<file path="config.mk">
export PLATFORM = sky130hd
export DESIGN_NAME = demux_dispatch
export DESIGN_NICKNAME = d
export VERILOG_FILES = /design/src/rtl/demux_pkg.sv /design/src/rtl/demux_slot.sv /design/src/rtl/demux_dispatch.sv
export SDC_FILE = /design/constraint.sdc
export NUM_CORES = 1
export LEC_CHECK = 0
export CAP_MARGIN = 10
export CORE_MARGIN = 4
export CORE_UTILIZATION = 35
export DETAILED_ROUTE_END_ITERATION = 16
export HOLD_SLACK_MARGIN = 0.02
export PLACE_DENSITY = 0.65
export REMOVE_ABC_BUFFERS = 1
export SLEW_MARGIN = 20
export SYNTH_ARGS = -nofsm -noshare
export SYNTH_HDL_FRONTEND = slang
export SYNTH_SLANG_ARGS = --single-unit
</file>
<file path="constraint.sdc">
create_clock -name clk -period 3.8 [get_ports clk]
set_clock_uncertainty 0.1 [all_clocks]
set_input_delay 0.76 -clock clk [delete_from_list [all_inputs] [get_ports clk]]
set_output_delay 0.76 -clock clk [all_outputs]
set_load 0.05 [all_outputs]
</file>
<file path="src/rtl/demux_pkg.sv">
// demux_pkg: shared definitions for the demux_dispatch stream dispatcher.
//   DEMUX_WIDTH  default beat width
//   DEMUX_CNT_W  default width of each delivered-beat counter
//   dispatch_mode_e  target selection policy (explicit select / round-robin)
package demux_pkg;

  localparam int DEMUX_WIDTH = 8;
  localparam int DEMUX_CNT_W = 8;

  typedef enum logic {
    MODE_SEL = 1'b0,
    MODE_RR  = 1'b1
  } dispatch_mode_e;

endpackage

</file>
<file path="src/rtl/demux_slot.sv">
// demux_slot: one-entry output register with valid/ready handshake and a
// wrapping delivered-beat counter.
//   clk, rst_n  clock, synchronous active-low reset
//   acc         load in_data into the slot this cycle
//   in_data     payload to load
//   ready       consumer ready
//   data, valid registered payload and occupancy
//   free        slot can take a beat this cycle (empty or draining)
//   cnt         beats delivered (valid && ready), wrapping
module demux_slot
  import demux_pkg::*;
#(
  parameter int WIDTH = DEMUX_WIDTH,
  parameter int CNT_W = DEMUX_CNT_W
) (
  input  logic             clk,
  input  logic             rst_n,
  input  logic             acc,
  input  logic [WIDTH-1:0] in_data,
  input  logic             ready,
  output logic [WIDTH-1:0] data,
  output logic             valid,
  output logic             free,
  output logic [CNT_W-1:0] cnt
);

  logic [WIDTH-1:0] data_p1;
  logic             vld_p1;
  logic [CNT_W-1:0] cnt_p1;
  logic             hs;

  assign hs   = vld_p1 && ready;
  // A draining slot can be refilled in the same cycle, so a ready consumer
  // keeps the slot free even while it is full.
  assign free = !vld_p1 || ready;

  // ---- stage p1: output register ----
  always_ff @(posedge clk) begin
    if (!rst_n) begin
      data_p1 <= '0;
      vld_p1  <= 1'b0;
      cnt_p1  <= '0;
    end else begin
      if (acc) begin
        data_p1 <= in_data;
        vld_p1  <= 1'b1;
      end else if (hs) begin
        vld_p1  <= 1'b0;
      end
      if (hs) begin
        cnt_p1 <= cnt_p1 + CNT_W'(1);
      end
    end
  end

  assign data  = data_p1;
  assign valid = vld_p1;
  assign cnt   = cnt_p1;

endmodule

</file>
<file path="src/rtl/demux_dispatch.sv">
// demux_dispatch: 1-to-2 stream dispatcher with per-output one-entry buffers.
// Each accepted beat goes to output sel (mode=0) or to the round-robin
// pointer rr_ptr (mode=1). in_ready depends only on the target slot.
//   clk, rst_n                 clock, synchronous active-low reset
//   in_data/in_valid/in_ready  input stream
//   mode, sel                  target policy and explicit target
//   outN_data/valid/ready      output streams (N = 0, 1)
//   rr_ptr                     next round-robin target
//   cnt0, cnt1                 delivered-beat counters, wrapping
module demux_dispatch
  import demux_pkg::*;
#(
  parameter int WIDTH = DEMUX_WIDTH,
  parameter int CNT_W = DEMUX_CNT_W
) (
  input  logic             clk,
  input  logic             rst_n,
  input  logic [WIDTH-1:0] in_data,
  input  logic             in_valid,
  output logic             in_ready,
  input  logic             mode,
  input  logic             sel,
  output logic [WIDTH-1:0] out0_data,
  output logic             out0_valid,
  input  logic             out0_ready,
  output logic [WIDTH-1:0] out1_data,
  output logic             out1_valid,
  input  logic             out1_ready,
  output logic             rr_ptr,
  output logic [CNT_W-1:0] cnt0,
  output logic [CNT_W-1:0] cnt1
);

  logic           tgt_p0;
  logic           acc_p0;
  logic           free0;
  logic           free1;
  logic           rr_p1;
  dispatch_mode_e mode_e;

  // ---- stage p0: target selection and accept ----
  assign mode_e   = dispatch_mode_e'(mode);
  assign tgt_p0   = (mode_e == MODE_RR) ? rr_p1 : sel;
  assign in_ready = tgt_p0 ? free1 : free0;
  assign acc_p0   = in_valid && in_ready;

  // ---- stage p1: round-robin pointer ----
  // Advances only on an accepted beat, so a stalled target keeps its turn.
  always_ff @(posedge clk) begin
    if (!rst_n) begin
      rr_p1 <= 1'b0;
    end else if (acc_p0 && (mode_e == MODE_RR)) begin
      rr_p1 <= ~rr_p1;
    end
  end

  assign rr_ptr = rr_p1;

  demux_slot #(.WIDTH(WIDTH), .CNT_W(CNT_W)) u_slot0 (
    .clk     (clk),
    .rst_n   (rst_n),
    .acc     (acc_p0 && !tgt_p0),
    .in_data (in_data),
    .ready   (out0_ready),
    .data    (out0_data),
    .valid   (out0_valid),
    .free    (free0),
    .cnt     (cnt0)
  );

  demux_slot #(.WIDTH(WIDTH), .CNT_W(CNT_W)) u_slot1 (
    .clk     (clk),
    .rst_n   (rst_n),
    .acc     (acc_p0 && tgt_p0),
    .in_data (in_data),
    .ready   (out1_ready),
    .data    (out1_data),
    .valid   (out1_valid),
    .free    (free1),
    .cnt     (cnt1)
  );

endmodule

</file>
# After elaboration in Yosys (flattened, before gate mapping)
# Cells that the tools add are included.
[op_classes]
reduce_logical = 13
n_bitwise = 1
mux = 6
add_sub_neg = 2
[ops]
columns = ["op", "n"]
rows = [
  ["8-bit by 1-bit adder with 8-bit output, second input constant", 2],
  ["1-bit logical AND", 6],
  ["1-bit two-way mux", 6],
  ["2-bit nonzero test", 2],
  ["1-bit zero test", 3],
  ["1-bit logical OR", 2],
  ["1-bit inverter", 1],
]
[totals]
register_bits = 35
output_inout_bits = 36
word_cells = 29
in_bits = 15

# Depth between registers and ports, before layout
[depth]
word_depth = 6
depth_mapped = 4

# Modules after synthesis
# From an unflattened synthesis, not the netlist that was laid out.
[unflattened]
cells_unflattened = 151
area_unflattened_um2 = 1495.2
[by_module_without_submodules]
columns = ["mod", "cells_each", "area_per_inst_um2", "instances"]
rows = [
  ["demux_slot", 71, 708.2, 2],
  ["demux_dispatch", 9, 78.8, 1],
]

# Worst setup path before layout
# No wires, ideal clock.
[synth_timing]
path_kind = "input port to output port"
start = "input port mode"
end = "output port in_ready"
t_arrival_ns = 2.037
slack_ns = 0.903
path_stages = 3
required_time_ns = 2.940
path_cell_list = "mux2_4 > buf_2 > a21oi_1"
[synth_between]
elab_chain_len = 2
[synth_rtl]
columns = ["element", "line_no", "text"]
rows = [
  ["start, declared", "demux_dispatch.sv:21", "input logic mode,"],
  ["1-bit two-way mux", "demux_dispatch.sv:43", "assign tgt_p0 = (mode_e == MODE_RR) ? rr_p1 : sel;"],
  ["1-bit two-way mux", "demux_dispatch.sv:44", "assign in_ready = tgt_p0 ? free1 : free0;"],
  ["end, declared", "demux_dispatch.sv:20", "output logic in_ready,"],
]
# No other way between the ends.

# Final worst setup path
[layout_timing]
start = "input port out0_ready"
end = "output port in_ready"
[layout_between]
elab_chain_len = 2
[layout_rtl]
columns = ["element", "line_no", "text"]
rows = [
  ["start, declared", "demux_dispatch.sv:25", "input logic out0_ready,"],
  ["1-bit logical OR", "demux_slot.sv:35", "assign free = !vld_p1 || ready;"],
  ["1-bit two-way mux", "demux_dispatch.sv:44", ""],
]
# No other way between the ends.

==> run metrics <==
Cell Area, Synth 1560 µm²; postcts setup bufs 0; FILL cells 438; Final Hold Viols 0; die area 5590 µm²; H-tree depth 2; # rows 24; yosys warns 0; gr usage total 0.1485; CP max-delay cell clkdlybuf4s50_1; delay-heaviest family, CP buffers and inverters; reg2reg start u_slot1.cnt[0]; final instance area 2158 µm²; CP arrival 2.18 ns; # DRC 0; critical path required time 2.94 ns; sinks on the clock net 35; hold_ws 0.3713 ns; Final nets 240; first-pass GRT wire length 6368 µm; count of input and output buffers 50; initial antenna violation count 0; Worst-Margin Slew 1.016 ns; sequential element share of the synthesized area 0.4491; slowest stage delay, CP 0.60 ns; vias 1512; RSZ-0062 raised after global routing no; CTS hold repair buffers 0; share of layout cells above drive strength 1 0.06696; ANT cells 0; CTS resizes 0; relative slew slack 0.3221; pwr dens 367.0 nW/µm²; overall power 0.7921 mW; Crit Path Class in -> out; largest cells by area after synthesis dfxtp_1 (45%), a21oi_1 (9.6%), o31ai_1 (9.6%); Seq cells post-synth 35; CTS buffer count 5; Iteration-0 DRC Markers 73; Worst-Skew Late Latency 0.29 ns; CP startpoint kind input port; critical path peak fanout 10; CTS Buffer Depth 2; final slew viol count 0; Hold Startpoint u_slot0.cnt[7]; CTS tree done; Finished Layout Cells 276; gpl congestion 0.8382; grt total ovfl 0; clk slew on worst S/H paths 0.07 ns; pin count of the biggest net entering global routing 34; Synth Area per Inst 8.815 µm²; placed cell count 268; worst path cell trace clkdlybuf4s50_1 -> nand2b_1 -> nor2_1 -> a21oi_1 -> buf_4; Initial Utilization 0.3608; Yosys cell types 29; average via count per standard cell 5.478; maximum capacitance violations 0; CTS root buf clkbuf_8; Synth area leader dfxtp_1; Tcrit/Tclk final 0.7999; final setup fails 0; FMAX 329.0 MHz; Hold Path Class reg -> reg; Routed WL per cell 13.98 µm; critical path endpoint category output port; core box area 4324 µm²; IR Drop Worst-Case VDD 0.0002174 V; dpl hpwl 2676 µm; WP buf/inv 2; Die H 74.77 µm; Setup crit start out0_ready; Fin Setup TNS 0 ns; antenna viol nets, final 0; Leak 0.7213 nW; Syn Inst Count 177; area share of the largest cell type after synthesis 0.4491; Post-DP Area 2074 µm²; I/O Pins 51; Tmin final 3.039 ns; vias in the first global route 1384; die width 74.77 µm; Pre-antenna DRT Iters 5; Area Overhead vs Synth 38.33%; routed wire length 3859 µm; status finished clean
[registers in the layout (all words and copies together) (netlist names)]
name	flops
u_slot0.cnt	8
u_slot0.data	8
u_slot1.cnt	8
u_slot1.data	8
rr_ptr	1
u_slot0.valid	1
u_slot1.valid	1
[final timing paths]
check / endpoint / slack (ns) / cells after the start
worst min register to register: u_slot0.cnt[7] / 0.37 / 2
worst max-delay path: in_ready / 0.76 / 5
worst min-delay path: u_slot0.cnt[7] / 0.37 / 2
worst max register to register: u_slot1.cnt[6] / 2.26 / 4
[routing by layer]
metal / share of wire / global-route usage
met5: 0 / 0
met4: 0.011 / 0.05534
met3: 0.099 / 0.07343
met2: 0.41 / 0.2010
met1: 0.48 / 0.2023
[Yosys cell counts, drive strengths merged]
cell type  instances
nor4               1
xor2               4
inv                5
nand3              9
a311oi             1
nand2b             4
or4                3
o211ai             1
ha                 2
mux2i              2
nand2              9
clkbuf             7
o21ai              5
o31ai             20
nand4             18
a21oi             30
dfxtp             35
mux2               1
nor2b              1
and2b              1
nor2               7
or3                5
buf                5
and2               1
[report_power, final]
part	internal, mW	total (mW)	switching (mW)
registers	0.379	0.390	0.0109
clock network	0.125	0.259	0.134
logic	0.0507	0.143	0.0918
total	0.555	0.792	0.237
[cells in the final DEF (no fill, tap or decap), drive strengths merged, types with 2 or more instances in the layout]
| cell type | count |
|---|---|
| a21oi | 30 |
| buf | 2 |
| clkbuf | 5 |
| clkdlybuf4s50 | 49 |
| clkinv | 3 |
| dfxtp | 35 |
| ha | 2 |
| inv | 5 |
| mux2i | 2 |
| nand2 | 9 |
| nand2b | 4 |
| nand3 | 9 |
| nand4 | 18 |
| nor2 | 7 |
| o21ai | 5 |
| o31ai | 20 |
| or3 | 5 |
| or4 | 3 |
| xor2 | 4 |
[area by class of cell]
class	instances	area [µm²]	share of cell area
Clock buffer	5	68.82	0.03188
Inverter	5	18.77	0.008696
Sequential cell	35	700.7	0.3246
Tap cell	52	65.06	0.03014
Multi-Input combinational cell	125	784.5	0.3635
Clock inverter	3	15.01	0.006957
Timing Repair Buffer	51	505.5	0.2342
[metrics by stage]
stage,worst slack [ns],utilization
finish,0.7605,0.4991
global route,0.5417,0.4991
CTS,0.7660,0.4991
detailed placement,0.7789,0.4797
global placement,0.7825,0.4797
floorplan,1.029,-
[worst min-delay path, cell delays in order, from the launching register on]
cell and delay [ns]:
dfxtp_1 0.32, nand2_1 0.05, mux2i_1 0.05
[cells by family after synthesis]
group	count (synthesis)	synth area share
XOR/XNOR	4	0.02245
flip-flops	35	0.4491
adder cells (fa/ha/maj)	2	0.01604
AO/OA/AOI/OAI	57	0.2189
buffers and inverters	17	0.04811
AND/OR/NAND/NOR	59	0.2149
multiplexers	3	0.03047
No activity file was read; power rests on OpenSTA's default activity.
==> edit 1: new RTL, same settings <==
Set the package constant `DEMUX_CNT_W` to 12 (it was 8).
--- a/src/rtl/demux_pkg.sv
+++ b/src/rtl/demux_pkg.sv
@@ -7,3 +7,3 @@
   localparam int DEMUX_WIDTH = 8;
-  localparam int DEMUX_CNT_W = 8;
+  localparam int DEMUX_CNT_W = 12;
 
Interface: changed (resized cnt0 and cnt1); port bits go from 51 to 59. The function was not compared with the original's and may differ.
==> edit 1 against the original RTL <==
  * Hold slack improved by 8.5 ps
  * Sequential cell count increased by 8
  * Area after synthesis increased by 19%
  * Global-route usage decreased by 1.9 points
  * Clock power increased by 30%
  * Worst setup slack got worse by 460 ps
  * Cell count increased by 15%
  * Cell area increased by 21%
  * Power increased by 20%
  * Via count decreased by 3.0%
  * Routed wire length increased by 2.2%
==> edit 1: results (changes against the original RTL) <==
[synth]
yosysSeqAreaShare_pct = 46.2  ; +1.3 points
leading_post_synthesis_cells_by_instance_count = sky130_fd_sc_hd__dfxtp_1, sky130_fd_sc_hd__and2_1, sky130_fd_sc_hd__mux2i_1
synth_compound_area_share_pct = 4.10  ; -18 points
yosys.area_share.xor_xnor_pct = 8.46  ; +6.2 points
synth.avg_cell_area_sq_um = 9.91  ; +12%
synth_mux_area_share_pct = 10.3  ; +7.2 points

[global_route]
met1_usage_pct = 17.7  ; -2.6 points
grt.total_usage_pct = 13.0  ; -1.9 points
use_met3_pct = 5.65  ; -1.7 points
first_global_vias = 1373  ; -0.79%
grt_first_pass_wirelength_mm = 6.65  ; +4.4%

[route]
drt_pass1_iterations = 4  ; -1
route.met3.wl_um = 322  ; -15%
route.final.wire_length_mm = 3.95  ; +2.2%
routed-wl-met2_mm = 1.66  ; +6.0%
wl_met1_mm = 1.91  ; +2.1%
wire_per_inst_um = 12.4  ; -11%

[worst_setup_path]
worst_r2r_setup_slack_ps = 2140  ; -120 ps
crit_fanout = 3  ; -7
rr_endpoint = u_slot1.data[1]
timing.critical_path.arrival_ps = 2640  ; +460 ps
launching_point_of_the_worst_reg2reg_path = u_slot1.valid

[finish]
nets = 265  ; +10%
layout-drive-gt1-share_pct = 4.44  ; -2.3 points

[placement]
port-buffer-count = 58  ; +16%
numPlacedInstances = 311  ; +16%
hpwl_mm = 2.86  ; +6.8%
post-place-ws_ps = 315  ; -464 ps
placedInstanceArea_sq_um = 2510  ; +21%

[status]
status = finished clean

[power]
power_per_cell_area_nw_per_um2 = 364  ; -0.93%
internal_power_uw = 713  ; +28%
p_leak_nw = 1.04  ; +44%
vdd.ir_drop.worst_v = 0.000224  ; +3.2%

[timing]
worst_slew_margin_rel_pct = 59.2  ; +27 points

[worst_hold_path]
hold_path.startpoint = u_slot1.cnt[11]

[edit 1: layout make-up]
cell class / count / area (sq um)
inverter: 4 / 15.0
tap: 70 / 87.6
multi-input combinational: 135 / 957
sequential: 43 / 861
clock buffer: 6 / 72.6
clock inverter: 1 / 30.0
timing repair buffer: 59 / 588
fill: 526 / 2530
[edit 1: worst max-delay path: stages]
cell	delay, ps
sky130_fd_sc_hd__clkdlybuf4s50_1	520
sky130_fd_sc_hd__mux2i_1	290
sky130_fd_sc_hd__mux2_2	360
sky130_fd_sc_hd__clkdlybuf4s50_1	700
[edit 1: how the worst max path moves through the flow]
stage               startpoint        to  slack [ps]  depth (start not counted)
global route              mode  in_ready         210                          4
floorplan                 mode  in_ready        1470                          2
finish                    mode  in_ready         300                          4
detailed placement        mode  in_ready         320                          4
global placement          mode  in_ready         340                          4
CTS                       mode  in_ready         310                          4
[edit 1: stage by stage]
step	util, %	hold WS [ps]
finish	50.8	380
global route	50.8	407
CTS	50.8	384
detailed placement	48.8	362
global placement	48.8	366
floorplan	-	579
==> edit 2: new RTL, config.mk and constraints unchanged <==
Without the edit above. Reset style: asynchronous (`rst_n`), changed in 2 clocked blocks. Comments in the files are not updated.
--- a/src/rtl/demux_slot.sv
+++ b/src/rtl/demux_slot.sv
@@ -37,3 +37,3 @@
   // ---- stage p1: output register ----
-  always_ff @(posedge clk) begin
+  always_ff @(posedge clk or negedge rst_n) begin
     if (!rst_n) begin
--- a/src/rtl/demux_dispatch.sv
+++ b/src/rtl/demux_dispatch.sv
@@ -48,3 +48,3 @@
   // Advances only on an accepted beat, so a stalled target keeps its turn.
-  always_ff @(posedge clk) begin
+  always_ff @(posedge clk or negedge rst_n) begin
     if (!rst_n) begin
Behaviour: differs if rst_n is asserted again (counterexample within 4 cycles, from zero or initial values and one cycle with rst_n low); with rst_n held inactive, the same outputs for 10 cycles.
==> edit 2 against the original RTL <==
  * Routed wire length fell by 25%
  * Cell area shrank 2.6%
  * First-iteration DRC count down 55%
  * Area after synthesis shrank 7.9%
  * Sequential share of layout area up 9.2 points
  * Worst setup slack lost 470 ps
  * Sequential cell count unchanged
  * Register-to-register slack improved by 50 ps
  * Hold slack got worse by 3.3 ps
  * Critical path type unchanged
Power is not compared: it rests on default switching activity, and its combinational part moved more than twofold at a synthesized area within 25%.
==> edit 2: results (changes against the original RTL) <==
[status]
status = finished clean

[route]
route.final.wire_length_mm = 2.88  ; -25%
dr_total_vias = 1009  ; -33%
drt_iter0_markers = 33  ; -55%
drt_pass1_iterations = 4  ; -1

[finish]
multi_input_gate_share_of_total_cell_area_pct = 26.4  ; -9.9 points
stdcell_count = 209  ; -24%
final_core_util_pct = 52.9  ; +3.0 points
clockNetworkAreaShare_pct = 4.76  ; +0.88 points
nFillCells = 360  ; -18%
nets = 175  ; -27%

[worst_hold_path]
whs_path_depth = 1  ; -1

[synth]
synth-main-ff-cell = sky130_fd_sc_hd__dfrtp_1
yosysSeqAreaShare_pct = 61.0  ; +16 points
ys_types = 20  ; -31%
synth_async_sr_flop_share_pct = 100  ; +100 points

[placement]
globalplace.congestion = 0.735  ; -12%
numPlacedInstances = 201  ; -25%
post-place-ws_ps = 292  ; -487 ps
placedInstanceArea_sq_um = 2000  ; -3.5%

[worst_setup_path]
timing.critical_path.arrival_ps = 2650  ; +470 ps
cp_slowest_stage_delay_ps = 700  ; +100 ps

[global_route]
first_global_vias = 1085  ; -22%
grt.total_usage_pct = 12.2  ; -2.6 points
grt_first_pass_wirelength_mm = 4.87  ; -24%

[floorplan]
design.die.area_sq_um = 5190  ; -7.1%

edit 2: worst paths after layout:
| path | startpoint | to | slack (ps) |
|---|---|---|---|
| worst max-delay path | mode | in_ready | 290 |
| worst min-delay path | u_slot0.cnt[7] | u_slot0.cnt[7] | 370 |
| worst max register to register | rr_ptr | u_slot0.data[4] | 2310 |
| worst min register to register | u_slot0.cnt[7] | u_slot0.cnt[7] | 370 |
| max in group asynchronous | rst_n | u_slot1.data[1] | 2490 |
| min in group asynchronous | rst_n | u_slot0.data[0] | 790 |
edit 2: kinds of logic (layout without fill, tap and decap cells):
family,after synthesis,in the layout,share of synthesized area [%]
flops,35,35,61.0
simple gates,27,27,11.5
mux,20,20,15.9
xor+xnor,14,14,8.54
fa+ha+maj,2,2,1.74
compound gates,2,2,1.05
buf+inv,1,59,0.348
edit 2: metal layers:
layer,share of wire [%],global-route usage (%),wire (um)
met5,0,0,0
met2,48,19.1,1390
met1,41,13.9,1170
met3,10,5.40,291
met4,0.83,6.89,24
